[src/rtl/conv.sv]
// rtl/conv.sv - 3x3 correlation of a streamed pixel window with a Q1.7 kernel; registered 13-bit result.
// Define CONV_ROUND_EN for round-half-up output; truncation otherwise.
module conv #(
  parameter int BIT_LEN   = 8,
  parameter int CONV_LEN  = 20,
  parameter int BITS_DATA = 13
) (
  input  logic                        CLK100MHZ,
  input  logic                        i_reset,
  input  logic [BIT_LEN-1:0]          i_dato0,
  input  logic [BIT_LEN-1:0]          i_dato1,
  input  logic [BIT_LEN-1:0]          i_dato2,
  input  logic                        i_selecK_I,
  input  logic                        i_valid,
  output logic signed [BITS_DATA-1:0] o_data
);

  localparam int PROD_LEN = 2 * BIT_LEN + 1;
  localparam int FRAC     = CONV_LEN - BITS_DATA;

  logic [BIT_LEN-1:0] k [3][3];
  logic [BIT_LEN-1:0] w [3][3];
  logic [BIT_LEN-1:0] col [3];

  logic signed [CONV_LEN-1:0] acc;
  logic signed [CONV_LEN-1:0] acc_out;
  logic                       unused_frac;

  assign col[0] = i_dato0;
  assign col[1] = i_dato1;
  assign col[2] = i_dato2;

  // Column shift: index 0 is the oldest column, index 2 takes the new one.
  always_ff @(posedge CLK100MHZ) begin
    if (i_reset) begin
      for (int r = 0; r < 3; r++) begin
        for (int c = 0; c < 3; c++) begin
          k[r][c] <= '0;
          w[r][c] <= '0;
        end
      end
    end else if (i_valid) begin
      for (int r = 0; r < 3; r++) begin
        if (i_selecK_I) begin
          k[r][0] <= k[r][1];
          k[r][1] <= k[r][2];
          k[r][2] <= col[r];
        end else begin
          w[r][0] <= w[r][1];
          w[r][1] <= w[r][2];
          w[r][2] <= col[r];
        end
      end
    end
  end

  // Pixels are zero-extended so the product stays signed without losing range.
  always_comb begin
    logic signed [PROD_LEN-1:0] prod;
    acc  = '0;
    prod = '0;
    for (int r = 0; r < 3; r++) begin
      for (int c = 0; c < 3; c++) begin
        prod = $signed({1'b0, w[r][c]}) * $signed(k[r][c]);
        acc  = acc + {{(CONV_LEN-PROD_LEN){prod[PROD_LEN-1]}}, prod};
      end
    end
  end

`ifdef CONV_ROUND_EN
  assign acc_out = acc + CONV_LEN'(64);
`else
  assign acc_out = acc;
`endif

  assign unused_frac = ^acc_out[FRAC-1:0];

  always_ff @(posedge CLK100MHZ) begin
    if (i_reset) begin
      o_data <= '0;
    end else begin
      o_data <= acc_out[CONV_LEN-1:FRAC];
    end
  end

endmodule

[config.mk]
export PLATFORM = sky130hd
export DESIGN_NAME = conv
export DESIGN_NICKNAME = d
export VERILOG_FILES = /design/src/rtl/conv.sv
export SDC_FILE = /design/constraint.sdc
export NUM_CORES = 2
export LEC_CHECK = 0
export ABC_AREA = 1
export CORE_ASPECT_RATIO = 2
export CORE_MARGIN = 2
export CORE_UTILIZATION = 61
export DETAILED_ROUTE_END_ITERATION = 16
export DONT_BUFFER_PORTS = 1
export PLACE_DENSITY = 0.89
export REMOVE_ABC_BUFFERS = 1
export SLEW_MARGIN = 20
export SYNTH_ARGS = -nofsm -noshare
export SYNTH_HDL_FRONTEND = slang
export SYNTH_SLANG_ARGS = --single-unit
export TNS_END_PERCENT = 5
[constraint.sdc]
create_clock -name CLK100MHZ -period 9 [get_ports CLK100MHZ]
set_clock_uncertainty 0.1 [all_clocks]
set_input_delay 1.35 -clock CLK100MHZ [delete_from_list [all_inputs] [get_ports CLK100MHZ]]
set_output_delay 1.35 -clock CLK100MHZ [all_outputs]
set_load 0.02 [all_outputs]
==> qor.yml <==
fin_nets: 4633
synth_top_area_cell: "fa_1"
coreArea_mm2: 0.0484
cts.clk_slew.worst_paths_ns: 0.08
port_buffers: 0
layout-drive-gt1-share: 0.126
cp_common_cell: "fa_1"
finalCritPeriodShare: 1.05
clockRootBuffer: "clkbuf_16"
avgSynthCellArea_um2: 8.29
grt_pass1_wl_mm: 151
antenna_found_initial: 1
stdcell_count: 4365
min_path_type: "reg -> reg"
synthArstFlopShare: 0
hold_ws_ns: 0.577
grtUsageTotal: 0.414
dr.pass1.iters: 7
finalMaxSlewViolations: 0
ys.flop_type: "edfxtp_1"
die_w_um: 160
cp_max_fo: 4
layout_setup_ws_ns: -0.443
ys_seq_area_frac: 0.154
cpPeakStageDelay_ns: 0.64
yosys_warnings: 0
critical_path_class: "reg -> reg"
endpoint_kind: "register"
fp.dieH_um: 317
tightest_slew_ns: 0.961
dp.cells: 4303
num_vias: 24800
numCtsBuffers: 17
fin_crit_ns: 9.44
outcome: "finished, violations left"
syn_to_final_growth_pct: 12.5
hold_viol_final: 0
path_delay_family: "adder cells"
setup_viol: 12
netlist_instances: 3597
yosysUniqueCellTypes: 37
drt-initial-drc-count: 2362
fmax_ghz: 0.106
critPathSlowestCell: "fa_1"
clockBufferDepth: 2
io_pins: 41
rsz0062_at_grt: "true"
synth_top_area_share: 0.336
cp_num_buf_inv: 9
clock_latency_ns: 0.50
gr-total-overflow: 0
clock_sinks: 157
routed_wl_mm: 101
start_util: 0.617
hpwl_mm: 74.5
synth_area_leaders: "fa_1 (34%), ha_1 (16%), inv_1 (15%), edfxtp_1 (15%), nand2_1 (8.4%)"
drc: 0
viasPerCell: 5.68
cp.required_ns: 9.30
ant_nets: 0
maxCapViolCount: 0
synth_area_mm2: 0.0298
gp_congestion: 1.03
arrival_ns: 9.74
htreeDepth: 4
violations: "setup timing"
dp_slack_ns: -0.624
synth_common_cells: "inv_1 (1183), nand2_1 (668), fa_1 (500), ha_1 (392), nor2_1 (249)"
yosysMostFrequentCell: "inv_1"
cts_tree: "done"
ys_ff_latch: 157
rows: 114
synth_edf_count: 144
maxSlewHeadroom: 0.357
fp.dieArea_mm2: 0.0508
start_kind: "register"
grt_max_degree: 49
wl_per_cell_um: 23.0
tns_ns: -3.46
grt_pass1_vias: 27400
==> per-layer routing <==
layer,GRT usage,part of all wire
met5,0,0.00012
met4,0.468,0.14
met3,0.114,0.081
met2,0.711,0.50
met1,0.366,0.28
==> worst paths after layout <==
check / startpoint / endpoint / slack, ns / cells past startpoint
setup / recovery: k[0][71] / o_data[10] / -0.44 / 34
setup reg to reg: k[0][71] / o_data[10] / -0.44 / 34
hold reg to reg: w[0][48] / w[0][56] / 0.58 / 2
hold / removal: w[0][48] / w[0][56] / 0.58 / 2
==> final cells by class <==
cell class,count,area [µm²]
fill,3273,14800
timing repair buffer,247,1900
clock inverter,15,221
multi-input combinational,2102,21200
sequential,157,4580
inverter,1188,4460
clock buffer,17,425
antenna,1,2.50
tap,638,798
==> cell usage in the layout (no fill, tap or decap), types with 29 or more instances in the layout <==
cell type,Yosys,layout
nand2_1,668,648
ha_4,0,29
ha_1,392,363
edfxtp_1,144,144
inv_1,1183,1166
nand3_1,47,45
fa_1,500,482
buf_4,1,234
a21oi_1,76,44
nor2_1,249,235
xor2_1,46,38
==> worst min-delay path, stage by stage, from the launching register on <==
cell	delay, ns
edfxtp_1	0.36
inv_1	0.07
nor2_1	0.12
==> sequential cells by signal, indices dropped and copies added (netlist names) <==
register and cells:
w 72, k 72, o_data 13
==> cells by family (layout without fill, tap and decap cells) <==
| family | count (synthesis) | after routing | share of synthesized area |
|---|---|---|---|
| AO/OA/AOI/OAI | 125 | 125 | 0.0227 |
| flip-flops | 157 | 157 | 0.154 |
| other | 0 | 1 | 0 |
| AND/OR/NAND/NOR | 1019 | 1019 | 0.135 |
| buffers and inverters | 1338 | 1467 | 0.169 |
| XOR/XNOR | 66 | 66 | 0.0194 |
| adder cells (fa/ha/maj) | 892 | 892 | 0.500 |
==> metrics by stage <==
step,utilization,instance area [µm²]
detailed placement,0.656,31700
global placement,0.656,31700
finish,0.694,33600
CTS,0.691,33400
global route,0.694,33600
floorplan,-,29200
==> timing repair <==
| item | 4_1_cts | 5_1_grt |
|---|---|---|
| endpoints found under the hold margin | 0 | 0 |
| gates resized for setup | 191 | 23 |
| hold buffers | 0 | 0 |
| setup endpoints to repair | 13 | 13 |
| setup buffers | 26 | 4 |
| pin swaps | 103 | 27 |
Power is left out: the tool's default activity adds up to more than one toggle a clock period on the data nets, which glitch-free logic cannot reach.
